**config.mk**
```make
export PLATFORM = sky130hd
export DESIGN_NAME = uart_rx_fifo_flat
export DESIGN_NICKNAME = d
export VERILOG_FILES = /design/src/rtl/uart_rx_fifo_if.sv /design/src/rtl/uart_rx_fifo.sv /design/src/flat_wrapper.sv
export SDC_FILE = /design/constraint.sdc
export NUM_CORES = 1
export LEC_CHECK = 0
export CAP_MARGIN = 25
export CORE_MARGIN = 2
export CORE_UTILIZATION = 40
export DETAILED_ROUTE_END_ITERATION = 8
export PLACE_DENSITY = 0.65
export SYNTH_ARGS = -nofsm -noshare
export SYNTH_HDL_FRONTEND = slang
export SYNTH_SLANG_ARGS = --single-unit
```
**constraint.sdc**
```tcl
create_clock -name clk -period 5.95 [get_ports clk]
set_input_delay 0.595 -clock clk [delete_from_list [all_inputs] [get_ports clk]]
set_output_delay 0.595 -clock clk [all_outputs]
set_load 0.05 [all_outputs]
```
**src/rtl/uart_rx_fifo_if.sv**
```systemverilog
// Byte-stream bundle between the UART receiver, the receive FIFO and its consumer.
// The master side feeds received bytes and pulls them back out; the slave is the FIFO.
interface uart_rx_fifo_if;
  logic [7:0] rx_data;
  logic       rx_done;
  logic       rx_error;
  logic [7:0] rd_data;
  logic       rd_err;
  logic       rd_valid;
  logic       rd_ready;

  modport master (
    output rx_data,
    output rx_done,
    output rx_error,
    output rd_ready,
    input  rd_data,
    input  rd_err,
    input  rd_valid
  );

  modport slave (
    input  rx_data,
    input  rx_done,
    input  rx_error,
    input  rd_ready,
    output rd_data,
    output rd_err,
    output rd_valid
  );
endinterface

```
**src/rtl/uart_rx_fifo.sv**
```systemverilog
// Receive-side FWFT byte buffer behind the UART receiver. Each entry holds {framing_err, byte}.
// Fill level, almost-full and a sticky overrun flag come from registered pointer/count state.
module uart_rx_fifo #(
  parameter int DEPTH       = 16,
  parameter int ADDR_W      = 4,
  parameter int AFULL_LEVEL = 12
) (
  input  logic            clk,
  input  logic            reset,
  uart_rx_fifo_if.slave   bus,
  input  logic            clr_overrun,
  output logic [ADDR_W:0] fifo_count,
  output logic            empty,
  output logic            full,
  output logic            almost_full,
  output logic            overrun
);
  localparam int DATA_W = 8;
  localparam logic [ADDR_W:0] DEPTH_CNT = (ADDR_W+1)'(DEPTH);
  localparam logic [ADDR_W:0] AFULL_CNT = (ADDR_W+1)'(AFULL_LEVEL);

  logic [DATA_W:0] mem [DEPTH];
  logic [ADDR_W:0] wr_ptr;
  logic [ADDR_W:0] rd_ptr;
  logic [ADDR_W:0] count;
  logic [DATA_W:0] head;
  logic            do_push;
  logic            do_pop;
  logic            drop;

  // A pop frees the slot this same cycle, so a full FIFO can still accept.
  assign do_pop  = !empty && bus.rd_ready;
  assign do_push = bus.rx_done && (!full || do_pop);
  assign drop    = bus.rx_done && full && !do_pop;

  always_ff @(posedge clk or posedge reset) begin
    if (reset) begin
      wr_ptr  <= '0;
      rd_ptr  <= '0;
      count   <= '0;
      overrun <= 1'b0;
    end else begin
      if (do_push) wr_ptr <= wr_ptr + 1'b1;
      if (do_pop)  rd_ptr <= rd_ptr + 1'b1;
      unique case ({do_push, do_pop})
        2'b10:   count <= count + 1'b1;
        2'b01:   count <= count - 1'b1;
        default: count <= count;
      endcase
      // A drop in the same cycle as a clear keeps the flag set.
      if (drop)             overrun <= 1'b1;
      else if (clr_overrun) overrun <= 1'b0;
    end
  end

  always_ff @(posedge clk) begin
    if (do_push) mem[wr_ptr[ADDR_W-1:0]] <= {bus.rx_error, bus.rx_data};
  end

  assign head        = mem[rd_ptr[ADDR_W-1:0]];
  assign fifo_count  = count;
  assign empty       = (count == '0);
  assign full        = (count == DEPTH_CNT);
  assign almost_full = (count >= AFULL_CNT);

  // Head is masked while empty so stale storage never leaks out.
  assign bus.rd_valid = !empty;
  assign bus.rd_data  = empty ? '0   : head[DATA_W-1:0];
  assign bus.rd_err   = empty ? 1'b0 : head[DATA_W];
endmodule

```
**src/flat_wrapper.sv**
```systemverilog
// flat-port wrapper written by rule: the top's interface ports become plain ports
module uart_rx_fifo_flat 
#(
  parameter int DEPTH       = 16,
  parameter int ADDR_W      = 4,
  parameter int AFULL_LEVEL = 12
)
  (clk, reset, clr_overrun, fifo_count, empty, full, almost_full, overrun, bus_rx_data, bus_rx_done, bus_rx_error, bus_rd_ready, bus_rd_data, bus_rd_err, bus_rd_valid);
  uart_rx_fifo_if bus_i ();
  input  logic clk;
  input  logic reset;
  input  logic clr_overrun;
  output logic [ADDR_W:0] fifo_count;
  output logic empty;
  output logic full;
  output logic almost_full;
  output logic overrun;
  input wire logic [$bits(bus_i.rx_data)-1:0] bus_rx_data;
  input wire logic [$bits(bus_i.rx_done)-1:0] bus_rx_done;
  input wire logic [$bits(bus_i.rx_error)-1:0] bus_rx_error;
  input wire logic [$bits(bus_i.rd_ready)-1:0] bus_rd_ready;
  output wire logic [$bits(bus_i.rd_data)-1:0] bus_rd_data;
  output wire logic [$bits(bus_i.rd_err)-1:0] bus_rd_err;
  output wire logic [$bits(bus_i.rd_valid)-1:0] bus_rd_valid;
  assign bus_i.rx_data = bus_rx_data;
  assign bus_i.rx_done = bus_rx_done;
  assign bus_i.rx_error = bus_rx_error;
  assign bus_i.rd_ready = bus_rd_ready;
  assign bus_rd_data = bus_i.rd_data;
  assign bus_rd_err = bus_i.rd_err;
  assign bus_rd_valid = bus_i.rd_valid;
  uart_rx_fifo #(.DEPTH(DEPTH), .ADDR_W(ADDR_W), .AFULL_LEVEL(AFULL_LEVEL)) u_core (.clk(clk), .reset(reset), .bus(bus_i), .clr_overrun(clr_overrun), .fifo_count(fifo_count), .empty(empty), .full(full), .almost_full(almost_full), .overrun(overrun));
endmodule
```
==> results by group, run 1 <==
GRT
  • Largest net degree at the start of global routing: 40
  • First-pass GRT wire length: 18700 um
  • Vias in the first global route: 3221
  • Total gr overflow: 0
  • Initial antenna violation count: 0
  • Overall Global Routing Usage: 14.6%

Clocking
  • CTS Hold Bufs: 0
  • Longest Clk Path Bufs: 2
  • Clk root buf: clkbuf_16
  • Post-cts resize count: 0
  • H-tree levels: 4
  • Num CTS Buffers: 17
  • Post-CTS Repair Setup Buffers: 0
  • CTS tree: built
  • Clock-pin slew on the worst setup and hold paths: 60 ps
  • Clk sinks: 158
  • Clk Latency, worst-skew pair: 410 ps

Pwr
  • Leak: 2.54 nW
  • Sw frac: 35.1%
  • Power share of the clock group: 25.1%
  • Flop pwr share: 39.8%
  • Int Pwr: 0.00251 W
  • VDD IR max: 473 uV
  • Comb power frac: 35.1%
  • PD cells: 512 mW/mm2
  • Psw: 0.00136 W

Critical path
  • CP endpoint kind: output pin
  • Worst path cell trace: mux4_1 > mux2_2 > o21ai_1 > a21oi_1 > clkdlybuf4s50_1
  • Arr. time, crit path: 3390 ps
  • Crit-path max FO: 39
  • Worst path slowest cell: dfrtp_2
  • WP data required: 5360 ps
  • Critical Path Source Type: flip-flop
  • Setup CP Type: reg -> out
  • WP buf/inv: 1
  • Worst path max stage delay: 1030 ps
  • Crit-path leading delay family: flip-flops

Placement
  • Placed cell area: 0.00701 mm2
  • Detailed Place HPWL: 7430 um
  • Gpl congestion: 0.712
  • Number of port buffers: 32

Detailed routing
  • Post-route DRC violation count: 0
  • Routed wire length: 12000 um
  • Vias: 3110
  • DRT antenna net count: 0
  • Vias per inst: 5.22
  • Drt pass-1 iters: 4
  • Wire per inst: 20.1 um
  • DRC marker count from the first detailed-route iteration: 311

Timing
  • Final worst-path cycle share: 67.0%
  • Hold_ws: 530 ps
  • Max Slew Vio Count: 0
  • Worst-margin pin slew: 1010 ps
  • Setup TNS: 0 ps
  • Final Hold Viols: 0
  • Max_slew headroom: 32.6%
  • Max Freq: 251 MHz
  • Final setup skew: 8.89 ps
  • Final setup fails: 0
  • Unrepaired setup endpoints after global routing: false
  • Minimum clock period: 3990 ps

Min path
  • Worst hold-check path type: in -> async

Synth
  • Most used DFF post-synth: edfxtp_1
  • Synth warn: 0
  • #FFs+latches synth: 158
  • Syn Std Cell Area: 0.00651 mm2
  • Post-synthesis cell type count: 35
  • Syn_area_per_cell: 19.6 um2
  • EDFF count, synth: 144
  • Register area share after synthesis: 71.8%
  • Mapped Cells: 332
  • Syn Nets: 354
  • Async S/R FF share, synth: 8.86%

Floorplan
  • IO Count: 33
  • Die Ht: 132 um
  • Initial core utilization: 41.0%
  • Die W: 132 um
  • Die area: 0.0173 mm2
  • Core area: 0.0159 mm2
  • Row count: 46

Status
  • Status: completed

Layout
  • Most common cell after layout, fill and taps aside: edfxtp_1
  • Layout cells sized above 1: 17.9%
  • Final Instance Area: 0.00755 mm2
  • Syn-to-layout area delta: 16.1%
  • Nets: 391
  • Post-layout util: 47.5%
  • Most frequent cells in the layout: 144 x edfxtp_1, 32 x clkdlybuf4s50_1, 18 x mux4_2, 18 x mux4_1, 17 x clkbuf_16
  • Diode count: 0

Run
  • Max Cap Violations: 0
cell usage after synthesis, types with 2 or more instances:
cell / number / share of area (%)
edfxtp_1: 144 / 66
mux4_1: 18 / 7.3
mux4_2: 18 / 6.2
nor2_1: 15 / 0.87
dfrtp_1: 14 / 5.4
a21oi_1: 12 / 0.92
mux2_2: 11 / 1.9
inv_1: 10 / 0.58
mux2i_1: 9 / 1.4
nand2_1: 9 / 0.52
o21ai_1: 9 / 0.69
ha_1: 8 / 1.5
buf_2: 7 / 0.54
xnor2_1: 7 / 0.94
nor3_1: 5 / 0.38
xor2_1: 5 / 0.67
clkbuf_1: 4 / 0.23
nand3_1: 4 / 0.31
buf_6: 3 / 0.52
nand2b_1: 3 / 0.29
a211o_1: 2 / 0.27
o21ai_0: 2 / 0.15
metal layers:
layer	wire length (um)	track usage (%)
met1	5360	19.7
met2	5920	23.2
met3	606	4.24
met4	111	4.35
met5	0	0
worst paths after layout:
| path | startpoint | end | slack (ps) | cells after the start |
|---|---|---|---|---|
| setup / recovery | u_core.rd_ptr[1]$_DFFE_PP0P_ | bus_rd_data[2] | 1960 | 5 |
| hold / removal | reset | u_core.fifo_count[4]$_DFFE_PP0P_ | 530 | 2 |
| setup reg to reg | u_core.fifo_count[1]$_DFFE_PP0P_ | u_core.fifo_count[4]$_DFFE_PP0P_ | 2640 | 11 |
| hold reg to reg | u_core.overrun$_DFFE_PP0P_ | u_core.overrun$_DFFE_PP0P_ | 540 | 2 |
| max in group asynchronous | reset | u_core.rd_ptr[1]$_DFFE_PP0P_ | 5030 | 2 |
| min in group clk | u_core.overrun$_DFFE_PP0P_ | u_core.overrun$_DFFE_PP0P_ | 540 | 2 |
layout make-up:
| type | count | area (um2) |
|---|---|---|
| well taps | 216 | 270 |
| multi-input cells | 146 | 1690 |
| fillers | 1363 | 8330 |
| inverters | 10 | 37.5 |
| clock inverters | 11 | 95.1 |
| flip-flops and latches | 158 | 4680 |
| repair buffers | 36 | 350 |
| clock buffers | 19 | 433 |
worst reg2reg max path: cells and delay by family, from the launching register on:
family	cells	cell delay, ps
AND/OR/NAND/NOR	4	1470
adder cells (fa/ha/maj)	2	550
flip-flops	1	490
XOR/XNOR	2	320
AO/OA/AOI/OAI	2	240
buffers and inverters	1	100
per-stage QoR:
step | instances | setup WS, ps | power [W]
after floorplan | 332 | 2690 | 0.00255
after global placement | 564 | 2320 | 0.00291
after detailed placement | 564 | 2350 | 0.00293
after CTS | 594 | 1910 | 0.00390
after global routing | 596 | 1810 | 0.00403
final | 596 | 1960 | 0.00386
power by group through the flow:
stage	Sequential, W	Clock, W	Combinational [W]
6_report	0.00154	0.000968	0.00136
3_5_place_dp	0.00156	0	0.00137
3_3_place_gp	0.00155	0	0.00135
5_1_grt	0.00156	0.00103	0.00144
4_1_cts	0.00154	0.000987	0.00137
2_1_floorplan	0.00149	0	0.00106
flip-flops by register name, summed over array words and instances (netlist names):
register and flops:
u_core.overrun 1, u_core.mem 144, u_core.wr_ptr 4, u_core.fifo_count 5, u_core.rd_ptr 4
kinds of logic after synthesis:
logic type,Yosys count,share of synthesized area (%)
AOI/OAI and AO/OA,29,2.62
xor gates and xnor gates,12,1.62
and+or+nand+nor,41,3.12
buffers and inverters,28,2.48
adders and majority gates,8,1.54
DFF,158,71.8
muxes,56,16.8
No activity file was read; power rests on OpenSTA's default activity.
==> inputs of run 2 (changes only) <==
==> constraint.sdc (replaced) <==
create_clock -name clk -period 4.2 [get_ports clk]
set_input_delay 0.42 -clock clk [delete_from_list [all_inputs] [get_ports clk]]
set_output_delay 0.42 -clock clk [all_outputs]
set_load 0.05 [all_outputs]
==> results by group, run 2 (synthesis gave the netlist of run 1 again) <==
Clocking
  • Longest Clk Path Bufs: 2
  • Clk sinks: 158
  • Clk Latency, worst-skew pair: 420 ps
  • Num CTS Buffers: 17
  • Clk root buf: clkbuf_16
  • Post-CTS Repair Setup Buffers: 0
  • Post-cts resize count: 0
  • CTS Hold Bufs: 0
  • CTS tree: built
  • Clock-pin slew on the worst setup and hold paths: 60 ps
  • H-tree levels: 4

Layout
  • Most frequent cells in the layout: 144 x edfxtp_1, 32 x clkdlybuf4s50_1, 18 x mux4_2, 18 x mux4_1, 17 x clkbuf_16
  • Final Instance Area: 0.00765 mm2
  • Filler cell count: 1327
  • Most common cell after layout, fill and taps aside: edfxtp_1
  • Diode count: 0
  • Layout cells sized above 1: 17.1%
  • Nets: 398
  • Syn-to-layout area delta: 17.5%
  • Cell Count, Final, Fillers Out: 602
  • Number of flip-flops in the largest register: 144

Floorplan
  • Core area: 0.0159 mm2
  • Die area: 0.0173 mm2
  • Row count: 46
  • Initial core utilization: 41.0%
  • Die W: 132 um
  • Die Ht: 132 um
  • IO Count: 33

Placement
  • Gpl congestion: 0.776
  • Number of port buffers: 32
  • Detailed Place HPWL: 7700 um
  • Placed cell area: 0.00705 mm2
  • Inst Count DP: 570

Timing
  • Unrepaired setup endpoints after global routing: false
  • Final setup skew: 10.7 ps
  • Max Slew Vio Count: 0
  • Final worst-path cycle share: 83.1%
  • Setup TNS: 0 ps
  • Minimum clock period: 3490 ps
  • Worst-margin pin slew: 1050 ps
  • Max_slew headroom: 30.0%
  • Max Freq: 286 MHz
  • Final setup fails: 0
  • Final Hold Viols: 0

Pwr
  • Sw frac: 33.8%
  • Power share of the clock group: 26.8%
  • Comb power frac: 35.9%
  • VDD IR max: 550 uV
  • Leak: 2.61 nW
  • Int Pwr: 0.00376 W
  • PD cells: 742 mW/mm2
  • Flop pwr share: 37.3%
  • Psw: 0.00191 W

Detailed routing
  • DRC marker count from the first detailed-route iteration: 284
  • DRT antenna net count: 0
  • Drt pass-1 iters: 5
  • Post-route DRC violation count: 0
  • Vias: 3149
  • Routed wire length: 12200 um
  • Wire per inst: 20.3 um
  • Vias per inst: 5.23

Critical path
  • Critical Path Source Type: flip-flop
  • Crit-path leading delay family: buffers and inverters
  • Setup CP Type: reg -> out
  • Arr. time, crit path: 3070 ps
  • Worst path slowest cell: clkdlybuf4s50_1
  • WP buf/inv: 2
  • Worst path cell trace: buf_4 > mux4_2 > mux2_2 > o21ai_1 > a21oi_1 > clkdlybuf4s50_1
  • CP endpoint kind: output pin
  • Worst path max stage delay: 740 ps
  • Crit-path max FO: 12
  • WP data required: 3780 ps

GRT
  • Initial antenna violation count: 0
  • First-pass GRT wire length: 19000 um
  • Total gr overflow: 0
  • Vias in the first global route: 3224
  • Overall Global Routing Usage: 15.0%
  • Largest net degree at the start of global routing: 40

Run
  • Max Cap Violations: 0

Status
  • Status: completed

Min path
  • Worst hold-check path type: in -> async
-- run 2: layer usage --
| metal | wire length, um | up-vias | global-route usage, % |
|---|---|---|---|
| met4 | 180 | 0 | 5.19 |
| met1 | 5550 | 1641 | 20.0 |
| met3 | 522 | 17 | 4.48 |
| met5 | 0 | - | 0 |
| met2 | 5980 | 70 | 23.6 |
| li1 | - | 1421 | - |
-- run 2: worst paths after layout --
check | startpoint | endpoint | slack [ps] | cells after the start
min in group clk | u_core.overrun$_DFFE_PP0P_ | u_core.overrun$_DFFE_PP0P_ | 540 | 2
worst max register to register | u_core.fifo_count[1]$_DFFE_PP0P_ | u_core.fifo_count[4]$_DFFE_PP0P_ | 880 | 11
worst max-delay path | u_core.rd_ptr[2]$_DFFE_PP0P_ | bus_rd_data[6] | 710 | 6
worst min-delay path | reset | u_core.wr_ptr[2]$_DFFE_PP0P_ | 350 | 2
max in group asynchronous | reset | u_core.wr_ptr[1]$_DFFE_PP0P_ | 3480 | 2
worst min register to register | u_core.overrun$_DFFE_PP0P_ | u_core.overrun$_DFFE_PP0P_ | 540 | 2
-- run 2: metrics by stage --
stage | hold slack, ps | util, % | power (W) | worst slack, ps
5_1_grt | 403 | 48.1 | 0.00592 | 628
6_report | 346 | 48.1 | 0.00567 | 709
2_1_floorplan | 309 | - | 0.00362 | 1100
3_3_place_gp | 523 | 44.4 | 0.00415 | 1080
4_1_cts | 360 | 48.0 | 0.00572 | 709
3_5_place_dp | 529 | 44.4 | 0.00418 | 938
-- run 2: area by class of cell --
cell class,count,area (um2),share of cell area (%)
clock inverters,9,145,1.90
flip-flops and latches,158,4670,61.1
clock buffers,20,437,5.71
well taps,216,270,3.53
multi-input cells,146,1670,21.8
inverters,10,37.5,0.491
repair buffers,43,413,5.40
-- run 2: worst register-to-register path: cells and delay by family, from the launching register on --
| family | cells | cell delay, ps |
|---|---|---|
| AO/OA/AOI/OAI | 2 | 210 |
| XOR/XNOR | 2 | 340 |
| adder cells (fa/ha/maj) | 2 | 540 |
| buffers and inverters | 1 | 90 |
| flip-flops | 1 | 500 |
| AND/OR/NAND/NOR | 4 | 1510 |
-- run 2: power groups by stage --
stage,combinational [W],sequential (W),clock [W]
final,0.00204,0.00211,0.00152
after global routing,0.00216,0.00213,0.00162
after CTS,0.00205,0.00211,0.00156
after detailed placement,0.00204,0.00214,0
after global placement,0.00202,0.00212,0
after floorplan,0.00150,0.00212,0
==> inputs of run 3 (changes only) <==
--- a/config.mk
+++ b/config.mk
@@ -9,7 +9,7 @@
 export CORE_MARGIN = 2
 export CORE_UTILIZATION = 40
 export DETAILED_ROUTE_END_ITERATION = 8
-export PLACE_DENSITY = 0.65
+export PLACE_DENSITY = 0.67
 export SYNTH_ARGS = -nofsm -noshare
 export SYNTH_HDL_FRONTEND = slang
 export SYNTH_SLANG_ARGS = --single-unit
==> constraint.sdc (replaced) <==
create_clock -name clk -period 3.2 [get_ports clk]
set_input_delay 0.32 -clock clk [delete_from_list [all_inputs] [get_ports clk]]
set_output_delay 0.32 -clock clk [all_outputs]
set_load 0.05 [all_outputs]
==> results by group, run 3 (synthesis gave the netlist of run 1 again) <==
Status
  • Status: completed

Detailed routing
  • Vias per inst: 5.12
  • Routed wire length: 12300 um
  • DRC marker count from the first detailed-route iteration: 273
  • Drt pass-1 iters: 4
  • Vias: 3162
  • Wire per inst: 20.0 um
  • Post-route DRC violation count: 0
  • DRT antenna net count: 0

Floorplan
  • Die Ht: 132 um
  • Die area: 0.0173 mm2
  • Row count: 46
  • Initial core utilization: 41.0%
  • Die W: 132 um
  • IO Count: 33
  • Core area: 0.0159 mm2

GRT
  • Global route hottest layer: met2
  • Routing usage on met3: 4.32%
  • Overall Global Routing Usage: 15.1%
  • M1 GR Usage: 20.6%
  • Vias in the first global route: 3293
  • Total gr overflow: 0
  • First-pass GRT wire length: 19200 um
  • Initial antenna violation count: 0
  • GR Layer Usage met2: 23.4%
  • Largest net degree at the start of global routing: 30

Clocking
  • Clk sinks: 158
  • CTS Hold Bufs: 0
  • Post-CTS Repair Setup Buffers: 0
  • H-tree levels: 4
  • Longest Clk Path Bufs: 2
  • Num CTS Buffers: 17
  • Clk Latency, worst-skew pair: 420 ps
  • Clock-pin slew on the worst setup and hold paths: 60 ps
  • CTS tree: built
  • Clk root buf: clkbuf_16
  • Post-cts resize count: 0

Timing
  • Final worst-path cycle share: 88.9%
  • Minimum clock period: 2840 ps
  • Setup TNS: 0 ps
  • Unrepaired setup endpoints after global routing: false
  • Max_slew headroom: 56.9%
  • Max Slew Vio Count: 0
  • Final Hold Viols: 0
  • Final setup fails: 0
  • Worst-margin pin slew: 646 ps
  • Final setup skew: 11.7 ps
  • Max Freq: 352 MHz
  • Setup ws final: 356 ps
  • Hold_ws: 256 ps

Pwr
  • PD cells: 946 mW/mm2
  • VDD IR max: 795 uV
  • Leak: 2.67 nW

Placement
  • Number of port buffers: 32
  • Gpl congestion: 0.758
  • Detailed Place HPWL: 7660 um
  • Worst slack, placed: 334 ps

Layout
  • Diode count: 0
  • Most frequent cells in the layout: 144 x edfxtp_1, 33 x buf_4, 23 x clkdlybuf4s50_1
  • Number of flip-flops in the largest register: 144
  • Most common cell after layout, fill and taps aside: edfxtp_1
  • Layout cells sized above 1: 22.9%
  • Syn-to-layout area delta: 18.1%
  • Nets: 411

Critical path
  • Worst path cell trace: nor4_4 > nand2b_1 > nand2_1 > inv_1 > ha_1 > xor2_1 > ha_1 > or3b_2 > o2111ai_1 > a21oi_1 > xor2_1
  • Crit-path max FO: 9
  • WP data required: 3490 ps
  • Setup slack, reg-to-reg: 360 ps
  • WP buf/inv: 1
  • RR Startpoint: u_core.fifo_count[1]$_DFFE_PP0P_
  • CP endpoint kind: flip-flop
  • Setup CP Type: reg -> reg
  • Crit-path leading delay family: simple AND/OR/NAND/NOR gates
  • Critical Path Stages: 11
  • Arr. time, crit path: 3140 ps
  • Worst path slowest cell: dfrtp_1
  • Worst path max stage delay: 490 ps
  • Cells on worst reg2reg path: 11
  • Critical Path Source Type: flip-flop
  • Reg2reg end: u_core.fifo_count[4]$_DFFE_PP0P_

Min path
  • Worst hold-check path type: in -> async

Run
  • Max Cap Violations: 0
[run 3: cell types whose count changed in the layout (fill, tap and decap cells not counted)]
cell             previous run  this run
clkbuf_8                    0         3
clkinv_1                    3         0
buf_2                       1         0
clkinv_2                    1         4
bufinv_16                   4         1
clkbuf_1                    3         5
clkinvlp_4                  0         1
buf_12                      1         0
clkdlybuf4s50_1            32        23
buf_4                       9        33
[run 3: worst max path at each step]
stage                                                start                               end  slack (ps)
after global placement                        bus_rd_ready  u_core.fifo_count[4]$_DFFE_PP0P_         440
final                     u_core.fifo_count[1]$_DFFE_PP0P_  u_core.fifo_count[4]$_DFFE_PP0P_         360
after global routing      u_core.fifo_count[1]$_DFFE_PP0P_  u_core.fifo_count[4]$_DFFE_PP0P_         190
after floorplan           u_core.fifo_count[1]$_DFFE_PP0P_  u_core.fifo_count[4]$_DFFE_PP0P_         100
after CTS                     u_core.rd_ptr[1]$_DFFE_PP0P_                    bus_rd_data[2]         310
after detailed placement                      bus_rd_ready  u_core.fifo_count[4]$_DFFE_PP0P_         330
[run 3: metal layers]
| layer | wire (um) | up-vias |
|---|---|---|
| li1 | - | 1447 |
| met1 | 5630 | 1629 |
| met4 | 130 | 0 |
| met5 | 0 | - |
| met3 | 572 | 12 |
| met2 | 6010 | 74 |
[run 3: metrics by stage]
step	power (W)	area [um2]	util, %	std cells
2_1_floorplan	0.00475	6510	-	332
3_3_place_gp	0.00541	7130	44.9	586
3_5_place_dp	0.00546	7130	44.9	586
4_1_cts	0.00735	7680	48.4	618
5_1_grt	0.00759	7680	48.4	618
6_report	0.00727	7680	48.4	618
[run 3: cell type report]
| cell class | count | area, um2 |
|---|---|---|
| multi-input cells | 146 | 1670 |
| repair buffers | 56 | 478 |
| clock inverters | 7 | 66.3 |
| inverters | 10 | 37.5 |
| flip-flops and latches | 158 | 4670 |
| well taps | 216 | 270 |
| fillers | 1341 | 8200 |
| clock buffers | 25 | 485 |
[run 3: power breakdown]
part / switching, W / total, W / leakage (nW) / internal (W)
clock: 0.000747 / 0.00187 / 0.271 / 0.00113
combinational: 0.00156 / 0.00265 / 0.935 / 0.00109
sequential: 0.000208 / 0.00274 / 1.47 / 0.00253
total: 0.00252 / 0.00727 / 2.67 / 0.00475
[run 3: worst reg2reg max path, cell delays in order, from the launching register on]
cell       delay, ps
dfrtp_1          490
nor4_4           360
nand2b_1         120
nand2_1          140
inv_1             80
ha_1             310
xor2_1           180
ha_1             230
or3b_2           450
o2111ai_1        120
a21oi_1          110
xor2_1           140
